**src/rtl/gsu_pkg.sv**
```systemverilog
// ============================================================================
// Module   : gsu_pkg
// Purpose  : Opcode constants, state encoding and helpers for GSU prefix logic
// Revision : 1.0 - initial release
// ============================================================================
`default_nettype none

package gsu_pkg;

  localparam logic [7:0] OP_ALT1    = 8'h3D;
  localparam logic [7:0] OP_ALT2    = 8'h3E;
  localparam logic [7:0] OP_ALT3    = 8'h3F;
  localparam logic [3:0] OP_TO_HI   = 4'h1;
  localparam logic [3:0] OP_WITH_HI = 4'h2;
  localparam logic [3:0] OP_FROM_HI = 4'hB;
  localparam logic [7:0] OP_BRA_LO  = 8'h05;
  localparam logic [7:0] OP_BRA_HI  = 8'h0F;

  typedef enum logic [0:0] {
    IDLE = 1'b0,
    EXEC = 1'b1
  } state_t;

  function automatic logic is_branch_op(input logic [7:0] op);
    return (op >= OP_BRA_LO) && (op <= OP_BRA_HI);
  endfunction

endpackage

`default_nettype wire

```
**src/rtl/gsu_prefix_classify.sv**
```systemverilog
// ============================================================================
// Module   : gsu_prefix_classify
// Purpose  : Combinational decode of {opcode, B} into prefix/move/branch class
// Revision : 1.0 - initial release
// ============================================================================
`default_nettype none

module gsu_prefix_classify
  import gsu_pkg::*;
(
  input  logic [7:0] op,
  input  logic       b,
  output logic       is_prefix,
  output logic       is_move,
  output logic       is_branch,
  output logic [3:0] nibble
);

  logic w_is_alt;
  logic w_is_to;
  logic w_is_with;
  logic w_is_from;

  assign w_is_alt  = (op == OP_ALT1) || (op == OP_ALT2) || (op == OP_ALT3);
  assign w_is_to   = (op[7:4] == OP_TO_HI);
  assign w_is_with = (op[7:4] == OP_WITH_HI);
  assign w_is_from = (op[7:4] == OP_FROM_HI);

  // TO/FROM act as prefixes only without B; with B they become MOVE/MOVES
  assign is_prefix = w_is_alt | w_is_with | ((w_is_to | w_is_from) & ~b);
  assign is_move   = (w_is_to | w_is_from) & b;
  assign is_branch = is_branch_op(op);
  assign nibble    = op[3:0];

endmodule

`default_nettype wire

```
**src/rtl/gsu_reg_select.sv**
```systemverilog
// ============================================================================
// Module   : gsu_reg_select
// Purpose  : GSU prefix tracker presenting effective source/destination selects
// Revision : 1.0 - initial release
// ============================================================================
`default_nettype none

module gsu_reg_select
  import gsu_pkg::*;
(
  input  logic       clk,
  input  logic       rst,
  input  logic       go,
  input  logic       op_valid,
  input  logic [7:0] op,
  output logic       op_ready,
  input  logic       inst_done,
  output logic       exec_valid,
  output logic [7:0] exec_op,
  output logic       exec_move,
  output logic [3:0] sreg_sel,
  output logic [3:0] dreg_sel,
  output logic       b_flag,
  output logic       alt1,
  output logic       alt2
);

  state_t     r_state;
  logic       r_exec_valid;
  logic [7:0] r_exec_op;
  logic       r_exec_move;
  logic [3:0] r_sreg;
  logic [3:0] r_dreg;
  logic       r_b;
  logic       r_alt1;
  logic       r_alt2;

  logic       w_is_prefix;
  logic       w_is_move;
  logic       w_is_branch_in;
  logic [3:0] w_nibble;
  logic       w_accept;
  logic       w_keep_prefix;

  gsu_prefix_classify u_classify (
    .op        (op),
    .b         (r_b),
    .is_prefix (w_is_prefix),
    .is_move   (w_is_move),
    .is_branch (w_is_branch_in),
    .nibble    (w_nibble)
  );

  // Ready drops combinationally with rst/go so nothing is taken during abort
  assign op_ready      = ~rst & go & (r_state == IDLE);
  assign w_accept      = op_valid & op_ready;
  assign w_keep_prefix = is_branch_op(r_exec_op);

  always_ff @(posedge clk or posedge rst) begin
    if (rst) begin
      r_state      <= IDLE;
      r_exec_valid <= 1'b0;
      r_exec_op    <= 8'h00;
      r_exec_move  <= 1'b0;
      r_sreg       <= 4'h0;
      r_dreg       <= 4'h0;
      r_b          <= 1'b0;
      r_alt1       <= 1'b0;
      r_alt2       <= 1'b0;
    end else if (!go) begin
      r_state      <= IDLE;
      r_exec_valid <= 1'b0;
      r_exec_op    <= 8'h00;
      r_exec_move  <= 1'b0;
      r_sreg       <= 4'h0;
      r_dreg       <= 4'h0;
      r_b          <= 1'b0;
      r_alt1       <= 1'b0;
      r_alt2       <= 1'b0;
    end else begin
      r_exec_valid <= 1'b0;
      case (r_state)
        IDLE: begin
          if (w_accept) begin
            if (w_is_prefix) begin
              case (op)
                OP_ALT1: r_alt1 <= 1'b1;
                OP_ALT2: r_alt2 <= 1'b1;
                OP_ALT3: begin
                  r_alt1 <= 1'b1;
                  r_alt2 <= 1'b1;
                end
                default: begin
                  if (op[7:4] == OP_WITH_HI) begin
                    r_sreg <= w_nibble;
                    r_dreg <= w_nibble;
                    r_b    <= 1'b1;
                  end else if (op[7:4] == OP_TO_HI) begin
                    r_dreg <= w_nibble;
                  end else begin
                    r_sreg <= w_nibble;
                  end
                end
              endcase
            end else begin
              r_state      <= EXEC;
              r_exec_valid <= 1'b1;
              r_exec_op    <= op;
              r_exec_move  <= w_is_move;
              // MOVE retargets dreg, MOVES retargets sreg
              if (w_is_move) begin
                if (op[7:4] == OP_TO_HI) begin
                  r_dreg <= w_nibble;
                end else begin
                  r_sreg <= w_nibble;
                end
              end
            end
          end
        end
        EXEC: begin
          if (inst_done) begin
            r_state <= IDLE;
            if (!w_keep_prefix) begin
              r_exec_move <= 1'b0;
              r_sreg      <= 4'h0;
              r_dreg      <= 4'h0;
              r_b         <= 1'b0;
              r_alt1      <= 1'b0;
              r_alt2      <= 1'b0;
            end
          end
        end
        default: r_state <= IDLE;
      endcase
    end
  end

  assign exec_valid = r_exec_valid;
  assign exec_op    = r_exec_op;
  assign exec_move  = r_exec_move;
  assign sreg_sel   = r_sreg;
  assign dreg_sel   = r_dreg;
  assign b_flag     = r_b;
  assign alt1       = r_alt1;
  assign alt2       = r_alt2;

  logic w_unused;
  assign w_unused = w_is_branch_in;

endmodule

`default_nettype wire
```
**config.mk**
```make
export PLATFORM = sky130hd
export DESIGN_NAME = gsu_reg_select
export DESIGN_NICKNAME = d
export VERILOG_FILES = /design/src/rtl/gsu_pkg.sv /design/src/rtl/gsu_prefix_classify.sv /design/src/rtl/gsu_reg_select.sv
export SDC_FILE = /design/constraint.sdc
export NUM_CORES = 1
export LEC_CHECK = 0
export BUFFER_PORTS_ARGS = -buffer_cell sky130_fd_sc_hd__clkbuf_2
export CAP_MARGIN = 20
export CORE_MARGIN = 2
export CORE_UTILIZATION = 54
export CTS_CLUSTER_DIAMETER = 200
export DETAILED_ROUTE_END_ITERATION = 10
export GPL_TIMING_DRIVEN = 0
export PLACE_DENSITY = 0.83
export SLEW_MARGIN = 20
export SYNTH_ARGS = -nofsm -noshare
export SYNTH_HDL_FRONTEND = slang
export SYNTH_SLANG_ARGS = --single-unit
```
**constraint.sdc**
```tcl
create_clock -name clk -period 2.3 [get_ports clk]
set_input_delay 0.115 -clock clk [delete_from_list [all_inputs] [get_ports clk]]
set_output_delay 0.115 -clock clk [all_outputs]
set_load 0.1 [all_outputs]
```
# Yosys cells after proc, flatten, opt, wreduce, memory -nomap -nowiden
# Index checks and enable logic that the tools add are counted.
# classes
reduce_logical	12
magnitude_cmp	2
n_eq_ne	20
n_bitwise	11
mux	51
# op_table
operator	count
4-bit two-way mux	16
8-bit two-way mux	4
8-bit by 6-bit == test with 1-bit output, second input constant	3
1-bit two-way mux	24
3-bit inequality test, second input constant	7
4-bit case mux with 2 select lines	2
5-bit AND reduction	3
1-bit case mux with 2 select lines	5
8-bit by 3-bit greater-or-equal comparator with 1-bit output, second input constant	1
8-bit by 4-bit <= comparator with 1-bit output, second input constant	1
3-bit by 2-bit inequality test with 1-bit output, second input constant	2
6-bit AND reduction	1
1-bit AND	5
4-bit by 1-bit == test with 1-bit output, second input constant	1
4-bit by 2-bit == test with 1-bit output, second input constant	1
4-bit == test, second input constant	1
2-bit inequality test, second input constant	2
4-bit by 3-bit inequality test with 1-bit output, second input constant	1
4-bit inequality test, second input constant	1
4-bit AND reduction	1
2-bit OR reduction	2
1-bit inverter	3
1-bit OR	3
3-bit AND reduction	1
4 further kinds	5
# totals
elab_cells	105
input_bits	13
reg_bits	22

# Logic depth before layout (Yosys ltp)
# Gate-level depths: netlist of the first run.
# depth
ltp_word	9
mapped_depth	5
depth_no_buf	4

# Hierarchy
# From an unflattened synthesis of the first run, not the netlist that was laid out.
# hier_totals
cells_unflattened	113
area_unflattened_um2	1109.8
# by_module_without_submodules
module	n_inst	area_per_inst_um2	cells_per_inst	seq_area_each_um2
gsu_reg_select	1	1013.5	100	550.5
gsu_prefix_classify	1	96.3	13	0.0

# Worst setup path after synthesis of the first run
# Ideal clock, no wire load.
# synth_path
path_type	register to register
from	register r_exec_op[4] (netlist: exec_op[4])
to	register r_exec_move (netlist: exec_move)
path_stages_with_launch	5
synth_period_minus_slack_ns	2.016
setup_slack_ns	0.284
arrival_time_ns	1.891
cell_sequence	dfrtp_1 nor4_1 o221ai_1 nor2_1 mux2_2
# synth_via
elab_chain_len	4
# synth_rtl
element	line	rtl
start: declaration	gsu_reg_select.sv:30	logic [7:0] r_exec_op;
start signal: assignment	gsu_reg_select.sv:108	r_exec_op <= op;
8-bit by 3-bit greater-or-equal comparator with 1-bit output / 8-bit by 4-bit <= comparator with 1-bit output (equally long branches)	gsu_pkg.sv:25	return (op >= OP_BRA_LO) && (op <= OP_BRA_HI);
1-bit logical AND (*)	gsu_pkg.sv:25	
3-bit inequality test (no source line) (*)	--	
4-bit AND reduction (no source line) (*)	--	
end signal: assignment	gsu_reg_select.sv:109	r_exec_move <= w_is_move;
end: declaration	gsu_reg_select.sv:31	logic r_exec_move;
# Every way passes the cells marked *; elsewhere a longest branch is shown, timed or not.
# A chain may end at the register's enable or synchronous reset.

# Worst setup path after layout of the first run
# layout_path
from	register r_exec_op[1] (netlist: exec_op[1])
to	register r_sreg[2] (netlist: sreg_sel[2])
# layout_via
elab_chain_len	4
# layout_rtl
element	line	rtl
8-bit by 3-bit greater-or-equal comparator with 1-bit output / 8-bit by 4-bit <= comparator with 1-bit output (equally long branches)	gsu_pkg.sv:25	
1-bit logical AND (*)	gsu_pkg.sv:25	
3-bit inequality test (no source line) (*)	--	
5-bit AND reduction (no source line) (*)	--	
end signal: assignment	gsu_reg_select.sv:95	r_sreg <= w_nibble;
end signal: assignment	gsu_reg_select.sv:101	r_sreg <= w_nibble;
end signal: assignment	gsu_reg_select.sv:115	r_sreg <= w_nibble;
end: declaration	gsu_reg_select.sv:32	logic [3:0] r_sreg;
# Marked as above.

==> impl_results.md, run 1 <==
* Register area share after synthesis at 47.57%
* Run status: finished, final reports clean
* Number of clock sinks at 22
* FF-to-FF setup slack at 550 ps
* Worst-case vdd ir drop at 387.1 µV
* Average wire length per cell after detail routing at 14.92 µm
* Portion of total power attributed to the clock network at 22.0%
* Final Max Tran Viols at 0
* Die area at 0.002530 mm²
* Vertical extent of the die at 50.30 µm
* Slew margin rel. at 43.92%
* Vias at 973
* Actual transition at the worst max-transition pin at 840.3 ps
* Post-synth cell types at 35
* Switching fraction of total power at 35.30%
* CORE AREA at 0.001982 mm²
* Register bit count reported by yosys at 22
* Total global-route track usage at 23.58%
* Antenna violations before repair at 0
* Total I/O pin count at 35
* TritonCTS clock tree: built
* Number of global-route vias before repair at 993
* Cell at the root of the clock tree: clkbuf_4
* Count of final setup violators at 0
* Number of levels in the clock H-tree at 1
* Drt total wl at 2626 µm
* Layout net count at 164
* Later-pin clock latency in the skew report at 310 ps
* Unrepaired setup endpoints after global routing: no
* Leading cell type in the layout, fill and taps excluded: clkbuf_2
* Total of warnings raised by yosys at 0
* Prevailing post-synth register cell: dfrtp_1
* Power, Total at 786.7 µW
* TritonRoute pass-1 iters at 4
* Post-Route Hold Slack at 36.82 ps
* Number of standard-cell rows in the floorplan at 16
* Detailed Place HPWL at 1917 µm
* Reported max-cap violation count at 0
* Arrival time reported for the critical path endpoint at 1950 ps
* Layout Skew at 6.415 ps
* Maximum root-to-sink buffer count at 2
* Final global-route overflow total at 0
* # diodes at 0
* Starting density of the core at 58.40%
* Remaining design rule violation count at 0
* Achievable frequency at 570.8 MHz
* Hold Path Sink: r_state
* CP startpoint: exec_op[1]
* Average vias per placed instance at 5.528
* Shortest clock period the worst path allows after layout at 1752 ps
* IO buf count at 34
* Largest net degree at the start of global routing at 23
* Post-route antenna net violation count at 0
* Share of the clock period used by the worst path at 76.17%
* Switching power of the nets at 277.7 µW
* Number of DRC markers after the initial detailed-route iteration at 24
* Logic pwr share at 26.2%
* Leak at 0.7481 nW
* FF-to-FF Start: exec_op[1]
* Share of cells above drive strength 1 at 34.23%
* Number of flops mapped to enable cells by yosys at 0
* Post-Synthesis Cells at 111
* Share of flip-flops with an asynchronous set or reset after synthesis at 100.0%
* Commonest cells after routing, fill and taps aside: clkbuf_2, dfrtp_1, nand2_1
* Final RePlAce weighted congestion at 0.8225
* Worst flop-to-flop path endpoint: sreg_sel[2]
* Flop pwr share at 51.8%
* End-of-flow core utilization at 70.33%
* Largest driver fanout on the critical path at 6
* Hold wc startpoint: inst_done
* Nature of the critical path startpoint: flip-flop
* Clock-pin slew of the registers on the worst-case setup and hold paths at 120 ps
* Wire length of the first global-routing pass at 4505 µm
* Area grow syn2layout at 20.43%
* X dimension of the die at 50.30 µm
* Final-layout setup total negative slack at 0 ps
* Synthesized netlist net count at 124
* Worst Hold Class: primary input to flip-flop
* Number of stages on the worst hold path at 2
* Kind of end point of the critical path: flip-flop
* Worst EP required at 2500 ps
* Category of the critical setup timing path: flip-flop to flip-flop
* Clock buffer count from CTS at 3
* Number of cells on the worst reg-to-reg path at 4
* Post-Synthesis Cell Area at 0.001157 mm²
* Internal power of the cells at 509.0 µW
* Count of endpoints failing hold in the final timing report at 0
* Avg Cell Area, Syn at 10.43 µm²
* Power density normalized to cell area at 564.4 mW/mm²
* Post-CTS Setup Bufs at 0
-- per-stage QoR --
step / instances / worst slack [ps] / cell area [µm²]
final: 176 / 548.2 / 1394
after global placement: 172 / 628.4 / 1361
after global routing: 176 / 437.6 / 1394
after CTS: 176 / 551.6 / 1394
after detailed placement: 172 / 571.8 / 1361
after floorplan: 111 / 284.1 / 1157
-- flip-flops by register name, summed over array words and instances, names as in the netlist --
signal	cells
exec_op	8
dreg_sel	4
sreg_sel	4
alt1	1
alt2	1
b_flag	1
exec_move	1
exec_valid	1
r_state	1
-- logic make-up (layout without fill, tap and decap cells) --
family / after synthesis / after routing / share of synthesized area (%)
mux: 9 / 9 / 7.892
buf+inv: 17 / 55 / 6.918
compound gates: 21 / 21 / 17.41
xor+xnor: 2 / 2 / 1.514
flops: 22 / 22 / 47.57
simple gates: 40 / 40 / 18.70
-- repair_timing --
item,4_1_cts,5_1_grt
hold buffers,1,0
gates resized for setup,0,0
endpoints found under the setup margin,0,0
endpoints found under the hold margin,22,0
-- area by class of cell --
class                      instances  area, µm²
fill                             159      588.1
sequential                        22      550.5
multi-input combinational         72      526.8
timing repair buffer              35      180.2
inverter                          15      56.30
tap                               27      33.78
buffer                             2      23.77
clock buffer                       3      22.52
-- how the worst max path moves through the flow --
stage / slack [ps] / endpoint
6_report: 550 / sreg_sel[2]
5_1_grt: 440 / sreg_sel[3]
4_1_cts: 550 / sreg_sel[3]
3_5_place_dp: 570 / sreg_sel[3]
3_3_place_gp: 630 / sreg_sel[2]
2_1_floorplan: 280 / exec_move
-- critical path, stage by stage (launching register included) --
cell and delay, ps:
dfrtp_1 420, o21a_1 200, o221ai_1 660, o22ai_4 150, a22o_1 210
-- power by group through the flow --
stage / clock [mW] / combinational (mW) / sequential (mW)
6_report: 0.173 / 0.206 / 0.407
3_3_place_gp: 0 / 0.200 / 0.414
3_5_place_dp: 0 / 0.204 / 0.415
4_1_cts: 0.174 / 0.206 / 0.407
5_1_grt: 0.195 / 0.218 / 0.409
2_1_floorplan: 0 / 0.0763 / 0.492
-- Yosys cell counts (2+ instances only) --
cell type	count	area share [%]
o2bb2ai_1	2	1.5
o21ai_2	4	3.0
nand2b_1	2	1.1
xor2_1	2	1.5
a31oi_1	3	1.6
inv_1	14	4.5
a22o_1	2	1.5
mux2i_1	8	6.9
nor4_1	3	1.6
nor2_1	6	1.9
dfrtp_1	22	48
nand2_1	18	5.8
nor2b_1	3	1.6
-- per-layer routing --
metal / routed length (µm) / track usage (%) / vias to the layer above / share of wire, %
met5: 0 / 0 / - / 0
met4: 63 / 9.009 / 0 / 2.4
met3: 144 / 3.571 / 9 / 5.5
met2: 1336 / 41.01 / 35 / 51
met1: 1080 / 29.43 / 470 / 41
li1: - / - / 459 / -
No activity file was read; power rests on OpenSTA's default activity.
==> run 2, diff against run 1 <==
--- a/config.mk
+++ b/config.mk
@@ -7,12 +7,13 @@
 export LEC_CHECK = 0
 export BUFFER_PORTS_ARGS = -buffer_cell sky130_fd_sc_hd__clkbuf_2
 export CAP_MARGIN = 20
+export CORE_ASPECT_RATIO = 1.75
 export CORE_MARGIN = 2
-export CORE_UTILIZATION = 54
+export CORE_UTILIZATION = 45
 export CTS_CLUSTER_DIAMETER = 200
 export DETAILED_ROUTE_END_ITERATION = 10
 export GPL_TIMING_DRIVEN = 0
-export PLACE_DENSITY = 0.83
+export PLACE_DENSITY = 0.74
 export SLEW_MARGIN = 20
 export SYNTH_ARGS = -nofsm -noshare
 export SYNTH_HDL_FRONTEND = slang
==> constraint.sdc (replaced) <==
create_clock -name clk -period 1.6 [get_ports clk]
set_input_delay 0.08 -clock clk [delete_from_list [all_inputs] [get_ports clk]]
set_output_delay 0.08 -clock clk [all_outputs]
set_load 0.1 [all_outputs]
==> run 2 against run 1 <==
  * The flow now finishes with violations (negative hold slack)
  * Routed wire length increased by 2.5%
  * Combinational power increased by 53%
  * Worst setup slack got worse by 490 ps
  * Cell area increased by 8.0%
  * Via count down 1.1%
==> impl_results.md, run 2 (synthesis results as in run 1) <==
* Cell at the root of the clock tree: clkbuf_8
* Average vias per placed instance at 5.374
* Count of endpoints failing hold in the final timing report at 13
* Count of final setup violators at 0
* Number of clock sinks at 22
* Portion of total power attributed to the clock network at 30.4%
* Nature of the critical path startpoint: flip-flop
* Final cell count without fillers at 179
* Kind of end point of the critical path: flip-flop
* Final global-route overflow total at 0
* Final cell area excluding filler cells at 0.001505 mm²
* Internal power of the cells at 880.3 µW
* DP Cell Count at 171
* Die area at 0.003010 mm²
* Category of the critical setup timing path: flip-flop to flip-flop
* Maximum root-to-sink buffer count at 2
* Share of the clock period used by the worst path at 96.08%
* Layout Skew at 2.364 ps
* Clock buffer count from CTS at 3
* Starting density of the core at 47.00%
* Final Max Tran Viols at 0
* IO buf count at 34
* Vias at 962
* Worst Hold Class: primary input to async pin
* Remaining design rule violation count at 0
* Leading cell type in the layout, fill and taps excluded: clkbuf_2
* Antenna violations before repair at 0
* Number of DRC markers after the initial detailed-route iteration at 25
* Post-route antenna net violation count at 0
* Share of cells above drive strength 1 at 44.44%
* Total cell area at the placement stage at 0.001394 mm²
* Power density normalized to cell area at 866.3 mW/mm²
* Average wire length per cell after detail routing at 15.03 µm
* Later-pin clock latency in the skew report at 260 ps
* Worst EP required at 1780 ps
* Layout net count at 167
* Flop pwr share at 45.4%
* Largest driver fanout on the critical path at 10
* Violated checks: negative hold slack
* Final RePlAce weighted congestion at 0.8340
* Number of standard-cell rows in the floorplan at 24
* Total I/O pin count at 35
* Number of global-route vias before repair at 1014
* Clock-pin slew of the registers on the worst-case setup and hold paths at 80 ps
* # diodes at 0
* Slew margin rel. at 43.77%
* Largest net degree at the start of global routing at 23
* TritonRoute pass-1 iters at 5
* Run status: complete, but fails checks
* Commonest cells after routing, fill and taps aside: clkbuf_2, nand2_1, inv_1
* TritonCTS clock tree: built
* Post-Route Hold Slack at -3.478 ps
* Detailed Place HPWL at 2006 µm
* Achievable frequency at 650.5 MHz
* Switching power of the nets at 423.6 µW
* Wire length of the first global-routing pass at 4602 µm
* Logic pwr share at 24.2%
* Arrival time reported for the critical path endpoint at 1720 ps
* Worst-case vdd ir drop at 511.4 µV
* Leak at 0.7725 nW
* Drt total wl at 2691 µm
* Number of levels in the clock H-tree at 1
* Reported max-cap violation count at 0
* X dimension of the die at 42.34 µm
* Area grow syn2layout at 30.05%
* Number of flip-flops under the largest register name at 8
* Total global-route track usage at 19.81%
* Actual transition at the worst max-transition pin at 842.5 ps
* CORE AREA at 0.002462 mm²
* Vertical extent of the die at 71.09 µm
* Shortest clock period the worst path allows after layout at 1537 ps
* Switching fraction of total power at 32.49%
run 2: changes by cell type in the layout (fill, tap and decap cells not counted), moves of 2 or more:
cell / delta
dfrtp_1: -9
dfrtp_4: +3
clkbuf_4: -2
dfrtp_2: +6
buf_4: +4
clkbuf_8: +4
run 2: final timing paths:
| check | startpoint | depth (start not counted) | slack [ps] | endpoint |
|---|---|---|---|---|
| worst max-delay path | r_state | 5 | 60 | exec_op[1] |
| max in group asynchronous | rst | 2 | 990 | exec_op[4] |
| worst min-delay path | rst | 2 | -3 | r_state |
| worst max register to register | r_state | 5 | 60 | exec_op[1] |
| worst min register to register | sreg_sel[1] | 1 | 510 | sreg_sel[1] |
| min in group clk | inst_done | 2 | 80 | r_state |
run 2: what timing repair did:
item / in CTS / in global routing
setup buffers: 0 / 4
resized for setup: 0 / 5
endpoints found under the setup margin: 0 / 18
hold buffers: 0 / 0
run 2: power by group through the flow:
stage,clock network (mW),registers (mW),logic (mW)
global route,0.427,0.594,0.335
CTS,0.402,0.590,0.300
global placement,0,0.600,0.295
finish,0.396,0.592,0.316
floorplan,0,0.714,0.114
detailed placement,0,0.601,0.300
run 2: layout make-up:
type                       count  area (µm²)
buffer                         2       23.77
inverter                      15       56.30
sequential                    22       569.3
fill                         211       957.2
tap                           26       32.53
clock buffer                   4       55.05
multi-input combinational     72       565.5
timing repair buffer          38       202.7
run 2: through the flow:
step	worst slack, ps	utilization [%]	setup TNS [ps]	power [mW]
after CTS	2.695	58.84	0	1.292
after detailed placement	29.18	56.61	0	0.9009
after floorplan	-16.22	-	-16.22	0.8274
after global routing	-40.83	61.13	-53.00	1.356
final	62.67	61.13	0	1.304
after global placement	26.59	56.61	0	0.8944
run 2: critical path, cell delays in order, from the launching register on:
cell,delay (ps)
dfrtp_1,420
and4bb_4,390
o41a_4,220
nand3b_4,100
buf_12,160
mux2i_1,160
run 2: routing by layer:
| layer | up-vias | part of all wire (%) | track usage (%) |
|---|---|---|---|
| li1 | 464 | - | - |
| met1 | 461 | 39 | 22.22 |
| met2 | 33 | 55 | 34.87 |
| met3 | 4 | 3.7 | 2.296 |
| met4 | 0 | 2.0 | 11.81 |
| met5 | - | 0 | 0 |
